<file path="src/rtl/boa_mem_arbiter_pkg.sv">
// Shared widths, request struct and helpers for the data-memory arbiter.
// No logic or latency of its own.
// No backpressure here; this file only defines types.
package boa_mem_arbiter_pkg;

    localparam int BOA_MEM_WE_W   = 4;
    localparam int BOA_MEM_ADDR_W = 30;
    localparam int BOA_MEM_DATA_W = 32;

    typedef struct packed {
        logic                      re;
        logic [BOA_MEM_WE_W-1:0]   we;
        logic [BOA_MEM_ADDR_W-1:0] addr;
        logic [BOA_MEM_DATA_W-1:0] wdata;
    } mem_req_t;

    function automatic logic mem_req_valid(input mem_req_t r);
        return r.re || (|r.we);
    endfunction

endpackage

</file>
<file path="src/rtl/boa_rr_pick.sv">
// Combinational picker: first set req at or after ptr (wrapping), or the lowest set req when FIXED.
// Zero latency.
// No backpressure; any=0 when nothing is requesting.
module boa_rr_pick #(
    parameter int N     = 2,
    parameter bit FIXED = 1'b0
) (
    input  logic [N-1:0]         req,
    input  logic [$clog2(N)-1:0] ptr,
    output logic [$clog2(N)-1:0] sel,
    output logic                 any
);

    localparam int W = $clog2(N);

    logic [W-1:0] start;
    logic [W:0]   cand;

    assign start = FIXED ? '0 : ptr;

    // Walk from the far end back toward start so the nearest hit is the last one written.
    always_comb begin
        sel  = '0;
        any  = 1'b0;
        cand = '0;
        for (int k = N - 1; k >= 0; k--) begin
            cand = {1'b0, start} + (W+1)'(k);
            if (cand >= (W+1)'(N)) begin
                cand = cand - (W+1)'(N);
            end
            if (req[cand[W-1:0]]) begin
                sel = cand[W-1:0];
                any = 1'b1;
            end
        end
    end

endmodule

</file>
<file path="src/rtl/boa_mem_arbiter.sv">
// Shares one data-memory target between PORTS requesters; grant is held while the target stalls.
// Zero added request latency; read-data valid is steered to the owner one cycle after acceptance.
// Target stall (s_ready=0) locks the current owner and holds m_ready low for everyone.
module boa_mem_arbiter
    import boa_mem_arbiter_pkg::*;
#(
    parameter int PORTS      = 2,
    parameter bit FIXED_PRIO = 1'b0
) (
    input  logic                              clk,
    input  logic                              rst,
    input  logic [PORTS-1:0]                  m_re,
    input  logic [PORTS*BOA_MEM_WE_W-1:0]     m_we,
    input  logic [PORTS*BOA_MEM_ADDR_W-1:0]   m_addr,
    input  logic [PORTS*BOA_MEM_DATA_W-1:0]   m_wdata,
    output logic [PORTS-1:0]                  m_ready,
    output logic [BOA_MEM_DATA_W-1:0]         m_rdata,
    output logic [PORTS-1:0]                  m_rvalid,
    output logic                              s_re,
    output logic [BOA_MEM_WE_W-1:0]           s_we,
    output logic [BOA_MEM_ADDR_W-1:0]         s_addr,
    output logic [BOA_MEM_DATA_W-1:0]         s_wdata,
    input  logic                              s_ready,
    input  logic [BOA_MEM_DATA_W-1:0]         s_rdata
);

    localparam int IDX_W = $clog2(PORTS);

    mem_req_t         port_req [PORTS];
    mem_req_t         fwd;
    logic [PORTS-1:0] req;

    logic             lock;
    logic [IDX_W-1:0] owner;
    logic [IDX_W-1:0] rr_ptr;
    logic             resp_valid;
    logic [IDX_W-1:0] resp_owner;

    logic [IDX_W-1:0] pick_sel;
    logic             pick_any;
    logic [IDX_W-1:0] sel;
    logic             active;
    logic             accept;
    logic [IDX_W-1:0] next_ptr;

    for (genvar i = 0; i < PORTS; i++) begin : g_port
        assign port_req[i] = '{re:    m_re[i],
                               we:    m_we[i*BOA_MEM_WE_W +: BOA_MEM_WE_W],
                               addr:  m_addr[i*BOA_MEM_ADDR_W +: BOA_MEM_ADDR_W],
                               wdata: m_wdata[i*BOA_MEM_DATA_W +: BOA_MEM_DATA_W]};
        assign req[i]      = mem_req_valid(port_req[i]);
    end

    boa_rr_pick #(
        .N     (PORTS),
        .FIXED (FIXED_PRIO)
    ) u_pick (
        .req (req),
        .ptr (rr_ptr),
        .sel (pick_sel),
        .any (pick_any)
    );

    // A locked owner that drops its request yields an idle cycle, not a grant to someone else.
    assign sel      = lock ? owner : pick_sel;
    assign active   = !rst && (lock ? req[owner] : pick_any);
    assign accept   = active && s_ready;
    assign next_ptr = (sel == IDX_W'(PORTS - 1)) ? '0 : sel + IDX_W'(1);

    assign fwd     = active ? port_req[sel] : '0;
    assign s_re    = fwd.re;
    assign s_we    = fwd.we;
    assign s_addr  = fwd.addr;
    assign s_wdata = fwd.wdata;
    assign m_rdata = s_rdata;

    always_comb begin
        m_ready  = '0;
        m_rvalid = '0;
        for (int i = 0; i < PORTS; i++) begin
            m_ready[i]  = accept && (sel == IDX_W'(i));
            m_rvalid[i] = resp_valid && !rst && (resp_owner == IDX_W'(i));
        end
    end

    always_ff @(posedge clk) begin
        if (rst) begin
            lock       <= 1'b0;
            owner      <= '0;
            rr_ptr     <= '0;
            resp_valid <= 1'b0;
            resp_owner <= '0;
        end else if (active && !s_ready) begin
            lock       <= 1'b1;
            owner      <= sel;
            resp_valid <= 1'b0;
        end else if (accept) begin
            lock       <= 1'b0;
            rr_ptr     <= next_ptr;
            resp_owner <= sel;
            resp_valid <= m_re[sel];
        end else begin
            lock       <= 1'b0;
            resp_valid <= 1'b0;
        end
    end

endmodule

</file>
<file path="config.mk">
export PLATFORM = sky130hd
export DESIGN_NAME = boa_mem_arbiter
export DESIGN_NICKNAME = d
export VERILOG_FILES = /design/src/rtl/boa_mem_arbiter_pkg.sv /design/src/rtl/boa_rr_pick.sv /design/src/rtl/boa_mem_arbiter.sv
export SDC_FILE = /design/constraint.sdc
export NUM_CORES = 1
export LEC_CHECK = 0
export CORE_MARGIN = 10
export CORE_UTILIZATION = 19
export DETAILED_ROUTE_END_ITERATION = 10
export PLACE_DENSITY = 0.8
export SYNTH_ARGS = -nofsm -noshare
export SYNTH_HDL_FRONTEND = slang
export SYNTH_SLANG_ARGS = --single-unit
</file>
<file path="constraint.sdc">
create_clock -name clk -period 2.6 [get_ports clk]
set_clock_uncertainty 0.2 [all_clocks]
set_input_delay 0.52 -clock clk [delete_from_list [all_inputs] [get_ports clk]]
set_output_delay 0.52 -clock clk [all_outputs]
set_load 0.02 [all_outputs]
</file>
Word-level counts from Yosys, hierarchy flattened
Cells that the tools add are included.
Word-level totals
  register bits after elaboration: 5
  input port bits: 169
  output and inout port bits: 103
Operators by class
  $add $sub $neg: 4
  $lt $le $gt $ge: 7
  multiplexer cells: 22
  bitwise gates (word level): 5
  reduce and logical (&&, ||, !) cells: 16
Operator list (count)
  two-way mux 67 bit: 4
  two-way mux 1 bit: 18
  logical AND 1 bit: 8
  < comparator 1 x 2 -> 1 bit, second input constant: 4
  OR reduction 4 bit: 2
  >= comparator 2 bit, second input constant: 2
  inverter 1 bit: 4
  OR reduction 3 bit: 1
  adder 1 x 1 -> 2 bit, second input constant: 1
  >= comparator 1 x 2 -> 1 bit, second input constant: 1
  zero test 1 bit: 2
  logical OR 1 bit: 2
  inverter 1 -> 2 bit: 1
  AND reduction 2 bit: 1
  subtractor 1 bit, second input constant: 2
  adder 1 bit, second input constant: 1

Longest topological paths before layout
Gate-level depths: netlist of run 1.
  word-level depth: 13
  gate-level depth with buffers: 8
  gate-level depth less buffers: 5

Cells and area by module
Synthesis of run 1 repeated with hierarchy kept, for this count alone.
Unflattened totals
  cell total of the unflattened synthesis: 216
  area total of the unflattened synthesis: 1557.7 um^2
Modules (own cells, without submodules)
  boa_mem_arbiter: times used 1, cells an instance 213, area an instance 1540.2 um^2, sequential area each 100.1 um^2
  boa_rr_pick: times used 1, cells an instance 3, area an instance 17.5 um^2, sequential area each 0.0 um^2

Worst setup path before layout of run 1
Ideal clock, no wire load.
  path kind: input -> output
  from: input port m_we[1]
  to: output port s_addr[0]
  arrival: 2.259 ns
  path slack: -0.379 ns
  stages on the path: 7
  path buffers: 2
  cell sequence: or4_4 > o21ba_1 > o31ai_4 > buf_4 > buf_2 > nand2_1 > a21oi_1
Between the ends
  cells in the longest elaborated chain, start to end: 12
  elaborated cells on any way between the ends: 20
Ends and longest elaborated chain
  start: declaration: RTL line boa_mem_arbiter.sv:13  | input logic [PORTS*BOA_MEM_WE_W-1:0] m_we,
  OR reduction 4 bit *: RTL line boa_mem_arbiter_pkg.sv:18  | return r.re || (|r.we);
  logical OR 1 bit *: RTL line boa_mem_arbiter_pkg.sv:18
  two-way mux 1 bit (implied by the code) (2 in series): RTL line boa_rr_pick.sv:31  | if (req[cand[W-1:0]]) begin
  two-way mux 1 bit (2 in series): RTL line boa_rr_pick.sv:31
  two-way mux 1 bit: RTL line boa_mem_arbiter.sv:65  | assign sel = lock ? owner : pick_sel;
  inverter 1 -> 2 bit (implied by the code): RTL line boa_mem_arbiter.sv:70  | assign fwd = active ? port_req[sel] : '0;
  two-way mux 67 bit (implied by the code) (3 in series): RTL line boa_mem_arbiter.sv:70
  two-way mux 67 bit *: RTL line boa_mem_arbiter.sv:70
  end: declaration: RTL line boa_mem_arbiter.sv:21  | output logic [BOA_MEM_ADDR_W-1:0] s_addr,
Mark *: on every way between the ends. The rest lies on a longest branch, timed or not. The select of a mux whose other input is x is not followed.

Final worst setup path of run 1
  from: input port m_we[2]
  to: output port s_addr[26]
Same word-level chain as after synthesis.

==> flow_summary.toml, run 1 <==
[timing]
min_period_over_period = 1.23
finalWorstSetupSlack_ns = -0.597
setup_viol = 72
hold_viol = 0
fmax_mhz = 313
slew-limit-headroom = 0.779
fin_setup_tns_ns = -37.48
fin_crit_ns = 3.20
rsz0062_at_grt = "yes"
slew_viol_final = 0
tightest_slew_ns = 0.332

[status]
violations = "negative setup slack"
outcome = "finished with violations"

[flow_run]
maxCapViolCount = 0

[clock_network]
cts_hold_buf = 0
h-tree-depth = 1
cts_sinks = 5
numCtsBuffers = 3
clkSlewWorstSetupHoldPaths_ns = 0.04
cts_tree = "yes"
clockBufferDepth = 2
root_buffer = "clkbuf_8"
clkLatencyLatePin_ns = 0.23

[place]
hpwl_um = 8730
portBuffers = 207
gp_congestion = 0.815
place_ws_ns = -1.33
dp.cells = 578

[pwr]
power.switching_w = 0.000744
swShare = 0.423
power_frac_seq = 0.050
combPwrFrac = 0.863
p_clk_frac = 0.088
p_int_w = 0.00101
p_leak_nw = 2.57
power.density_mw_per_mm2 = 296
ir_drop_mv = 0.264

[drt]
drtIter0Drc = 96
dr.pass1.iters = 4
wl_um = 13400
wl_per_cell_um = 20.7
post_drt_via_cell_ratio = 4.76
vias = 3078
drtAntennaViolNets = 0
drcViolationCount = 0

[global_route]
antenna_found_initial = 0
grt_pass1_wl_um = 17700
grtUsageTotal = 0.187
grt_pass1_vias = 3329
grt_max_degree = 24
grt.overflow.total = 0

[floorplanning]
io_pins = 272
start_util = 0.194
die_y_um = 108
core_area_mm2 = 0.00765
num_rows = 32
die-area_mm2 = 0.0117
die_w_um = 108

[final_layout]
stdcell_count = 647
diodes = 0
layout-drive-gt1-share = 0.651
fill_cells = 468
area_growth_pct = 301
final_nets = 715
final_util = 0.777

[worst_setup_path]
cp_data_required_time_ns = 1.88
arrival_ns = 2.48
path_buf_inv = 5
cp_max_fo = 7
crit_family = "buffers and inverters"
worst-setup-path-type = "input pin to output port"
cp-end-kind = "output port"
worst_setup_path_start_kind = "input pin"
critical-path-slowest-cell = "or4_4"
max_stage_delay_ns = 0.55
r2r_slack_ns = 0.20
worstPathCellList = "buf_6 > or4_4 > o21ba_4 > o31ai_4 > buf_6 > buf_16 > buf_8 > nand2_4 > a21oi_4 > buf_6"
path_common_cell = "buf_6"

[yosys]
yosysMostFrequentCell = "nand2_1"
syn_inst = 286
yosys-top-cells-area = "nand2_1, a21oi_1, buf_4"
syn-mean-instance-area_um2 = 5.18
synth-edff-count = 0
ys_types = 23
ys_seq_elements = 5
synth_top_area_frac = 0.337
synthArstFlopShare = 0
syn_nets = 455
ys_seq_area_frac = 0.0675
synthTopCellsByCount = "nand2_1, a21oi_1, buf_4, buf_2"
synth_area_mm2 = 0.00148
yosysTopAreaCell = "nand2_1"
synth_flop_cell = "dfxtp_1"
yosysWarnings = 0

[worst_hold_path]
worstHoldPathType = "flip-flop to flip-flop"
[registers in the layout (all words and copies together), names as in the netlist]
register	cells
lock	1
owner	1
resp_owner	1
resp_valid	1
rr_ptr	1
[metal layers]
| metal | share of wire | global-route usage | wire length (um) |
|---|---|---|---|
| met5 | 0 | 0 | 0 |
| met4 | 0.021 | 0.0377 | 285 |
| met3 | 0.070 | 0.0607 | 942 |
| met2 | 0.56 | 0.371 | 7560 |
| met1 | 0.34 | 0.183 | 4610 |
[area by class of cell]
type	count	area, um^2	area share
timing repair buffer	309	3430	0.577
multi-input combinational	224	2230	0.375
clock buffer	4	45.0	0.00758
tap	102	128	0.0215
inverter	3	11.3	0.00189
sequential	5	100	0.0168
[worst paths after layout]
path | to | from | cells after the start
setup / recovery | s_addr[26] | m_we[2] | 10
hold / removal | resp_owner | resp_owner | 2
setup reg to reg | owner | owner | 9
hold reg to reg | resp_owner | resp_owner | 2
[placed cells by master, fill, tap and decap left out, types with 2 or more instances in the layout]
cell type,Yosys,layout
clkdlybuf4s15_1,0,4
clkdlybuf4s50_1,0,125
buf_8,0,9
nor2_1,5,2
buf_2,13,3
or4_4,2,2
nor2_4,0,2
buf_16,0,4
buf_12,0,16
nand2_4,0,37
buf_4,36,49
and3_1,2,2
dfxtp_1,5,5
a21oi_2,0,6
buf_6,1,89
a21oi_4,0,60
dlymetal6s2s_1,0,2
nand2_2,0,54
nand2_1,133,42
clkbuf_16,0,6
inv_1,3,2
clkbuf_8,0,3
[worst register-to-register path: stages, from the launching register on]
cell and delay, ns:
dfxtp_1 0.45, nor4b_4 0.08, or3_4 0.41, buf_12 0.15
buf_12 0.14, buf_12 0.14, buf_6 0.12, buf_4 0.14
or3_1 0.39, a21oi_1 0.13
[what timing repair did]
| action | in CTS | in global routing |
|---|---|---|
| endpoints found under the setup margin | 76 | 70 |
| buffers inserted | 42 | 14 |
| pin swaps | 17 | 58 |
| gates resized for setup | 517 | 114 |
| endpoints found under the hold margin | 0 | 0 |
| gates cloned | 4 | 8 |
[metrics by stage]
step                area (um^2)  hold WS, ns  total power (W)
global route               5940        0.309          0.00183
finish                     5940        0.308          0.00176
floorplan                  2270        0.234         0.000710
CTS                        5320        0.265          0.00156
global placement           4500        0.249          0.00114
detailed placement         4500        0.258          0.00116
[kinds of logic (layout without fill, tap and decap cells)]
| group | after synthesis | count (layout) | share of synthesized area |
|---|---|---|---|
| AO/OA/AOI/OAI | 74 | 75 | 0.273 |
| buffers and inverters | 58 | 316 | 0.254 |
| flip-flops | 5 | 5 | 0.0675 |
| multiplexers | 1 | 1 | 0.00675 |
| AND/OR/NAND/NOR | 148 | 148 | 0.398 |
[power by group through the flow]
stage,clock (W),sequential [W],combinational [W]
floorplan,0,0.0000859,0.000624
global placement,0,0.0000863,0.00105
detailed placement,0,0.0000871,0.00107
CTS,0.000154,0.0000861,0.00132
global route,0.000159,0.0000868,0.00158
finish,0.000154,0.0000871,0.00152
(Power assumes the default switching activity.)
==> run 2: changes to the inputs <==
GPL_ROUTABILITY_DRIVEN = 0   (was default)
PLACE_DENSITY = 0.77   (was 0.8)
SYNTH_HIERARCHICAL = 1   (was default)
==> run 2 against run 1 <==
Against the previous run: the run still ends with negative setup slack left; power shrank 22%; first-iteration DRC count is 43% lower; critical path depth unchanged; hold slack got worse by 0.037 ns; sequential power grew 2%; clock power is 6% lower; critical path type unchanged; critical endpoint is now s_addr[27]; largest power group unchanged; highest routed layer unchanged.
==> flow_summary.toml, run 2 <==
[status]
outcome = "finished with violations"
violations = "negative setup slack"

[yosys]
ys_seq_elements = 5
syn-mean-instance-area_um2 = 7.21
synth_flop_cell = "dfxtp_1"
ys_types = 21
syn_nets = 385
ys_seq_area_frac = 0.0643
synth_top_area_frac = 0.450
yosysWarnings = 6
synthTopCellsByCount = "nor2_1, mux2i_1, buf_4, buf_2"
yosys-top-cells-area = "mux2i_1, buf_4, nor2_1"
synthArstFlopShare = 0
yosysMostFrequentCell = "nor2_1"
synth_area_mm2 = 0.00156
syn_inst = 216
synth-edff-count = 0
yosysTopAreaCell = "mux2i_1"

[clock_network]
clkLatencyLatePin_ns = 0.22
root_buffer = "clkbuf_8"
clkSlewWorstSetupHoldPaths_ns = 0.03
cts_sinks = 5
h-tree-depth = 1
clockBufferDepth = 2
numCtsBuffers = 3
cts_tree = "yes"

[timing]
slew-limit-headroom = 0.781
slew_viol_final = 0
finalWorstSetupSlack_ns = -0.373
fin_crit_ns = 2.97
min_period_over_period = 1.14
fmax_mhz = 336
rsz0062_at_grt = "yes"
tightest_slew_ns = 0.326
setup_viol = 69
hold_viol = 0

[pwr]
p_leak_nw = 2.09
ir_drop_mv = 0.153
power.density_mw_per_mm2 = 313

[drt]
vias = 2353
drtIter0Drc = 55
post_drt_via_cell_ratio = 4.43
wl_per_cell_um = 20.3
dr.pass1.iters = 4
wl_um = 10800
drtAntennaViolNets = 0
drcViolationCount = 0

[place]
dpl_cell_area_mm2 = 0.00372
hpwl_um = 8290
portBuffers = 207
place_ws_ns = -1.20

[floorplanning]
die_w_um = 111
core_area_mm2 = 0.00785
io_pins = 272
num_rows = 32
die_y_um = 111
start_util = 0.199
die-area_mm2 = 0.0122

[final_layout]
fill_cells = 689
final_cell_mix = "clkdlybuf4s50_1, nor2_1, buf_4, mux2i_1, buf_6"
regArea_um2 = 100
final_nets = 599
diodes = 0
layout-drive-gt1-share = 0.415
multiInputGateArea_mm2 = 0.00144
final_common_cell = "clkdlybuf4s50_1"
area_growth_pct = 181
postLayoutCellArea_mm2 = 0.00438

[worst_setup_path]
worst-setup-path-type = "input pin to output port"
arrival_ns = 2.25
cp_data_required_time_ns = 1.88
cp-end-kind = "output port"
cp_max_fo = 8
worst_setup_path_start_kind = "input pin"

[global_route]
grt.busiest_layer = "met2"
antenna_found_initial = 0
grt_use_met2 = 0.303
grt.overflow.total = 0
grt_max_degree = 18
grtUsageTotal = 0.165
met3_usage = 0.0837
grt.met1_usage = 0.157
grt_pass1_vias = 2703
grt_pass1_wl_um = 16400

[flow_run]
maxCapViolCount = 0

[worst_hold_path]
worstHoldPathType = "flip-flop to flip-flop"
==> run 2: changes by cell type after synthesis, moves of 2 or more <==
cell,change
a21oi_1,-67
buf_2,-6
buf_4,+2
clkbuf_1,-5
inv_1,+2
mux2i_1,+69
nand2_1,-130
nor2_1,+68
or3_1,-2
or4_4,-2
==> run 2: path summary, 6_finish.rpt <==
check	slack, ns	endpoint	startpoint	cells past startpoint
hold / removal	0.27	rr_ptr	rr_ptr	2
setup / recovery	-0.37	s_addr[27]	m_we[5]	10
setup reg to reg	0.72	resp_owner	lock	6
hold reg to reg	0.27	rr_ptr	rr_ptr	2
==> run 2: what timing repair did <==
action | 4_1_cts | 5_1_grt
cloned | 9 | 0
hold buffers | 0 | 0
pin swaps | 14 | 20
resized for setup | 446 | 27
buffers inserted | 19 | 1
endpoints found under the setup margin | 72 | 69
==> run 2: report_power, final <==
part / leakage [nW] / total, W / internal, W / switching (W)
Sequential: 0.0413 / 0.0000890 / 0.0000836 / 0.00000540
Clock: 0.0228 / 0.000144 / 0.000105 / 0.0000385
Combinational: 2.03 / 0.00114 / 0.000664 / 0.000476
==> run 2: metrics by stage <==
step                std cells  TNS (ns)  utilization  hold WS, ns  power (W)
CTS                       534    -21.14        0.557        0.273    0.00139
finish                    531    -21.05        0.558        0.271    0.00137
floorplan                 216         0            -        0.239   0.000559
global placement          503    -71.16        0.474        0.256   0.000988
detailed placement        503    -76.39        0.474        0.269   0.000998
global route              531    -27.16        0.558        0.294    0.00145
==> run 2: kinds of logic (layout without fill, tap and decap cells) <==
kind of cell | Yosys count | after routing | share of synthesized area
mux | 70 | 70 | 0.450
compound gates | 4 | 4 | 0.0265
buf+inv | 52 | 265 | 0.232
simple gates | 85 | 85 | 0.227
flops | 5 | 5 | 0.0643
==> run 2: per-layer routing <==
| metal | routed length [um] | part of all wire |
|---|---|---|
| met1 | 3770 | 0.35 |
| met2 | 5460 | 0.51 |
| met3 | 1320 | 0.12 |
| met4 | 212 | 0.020 |
| met5 | 0 | 0 |
==> run 2: worst max-delay path, cell delays in order <==
cell	delay, ns
buf_8	0.10
nor4_4	0.36
nand2b_4	0.08
a21boi_4	0.14
mux2i_4	0.25
buf_6	0.18
buf_16	0.15
mux2i_4	0.25
nor2_4	0.06
buf_12	0.13
==> run 2: layout make-up <==
cell class                      instances  share of cell area
Clock buffer                            4              0.0103
Inverter                                5             0.00485
Multi-Input combinational cell        159               0.329
Sequential cell                         5              0.0228
Tap cell                              102              0.0291
Timing Repair Buffer                  256               0.604
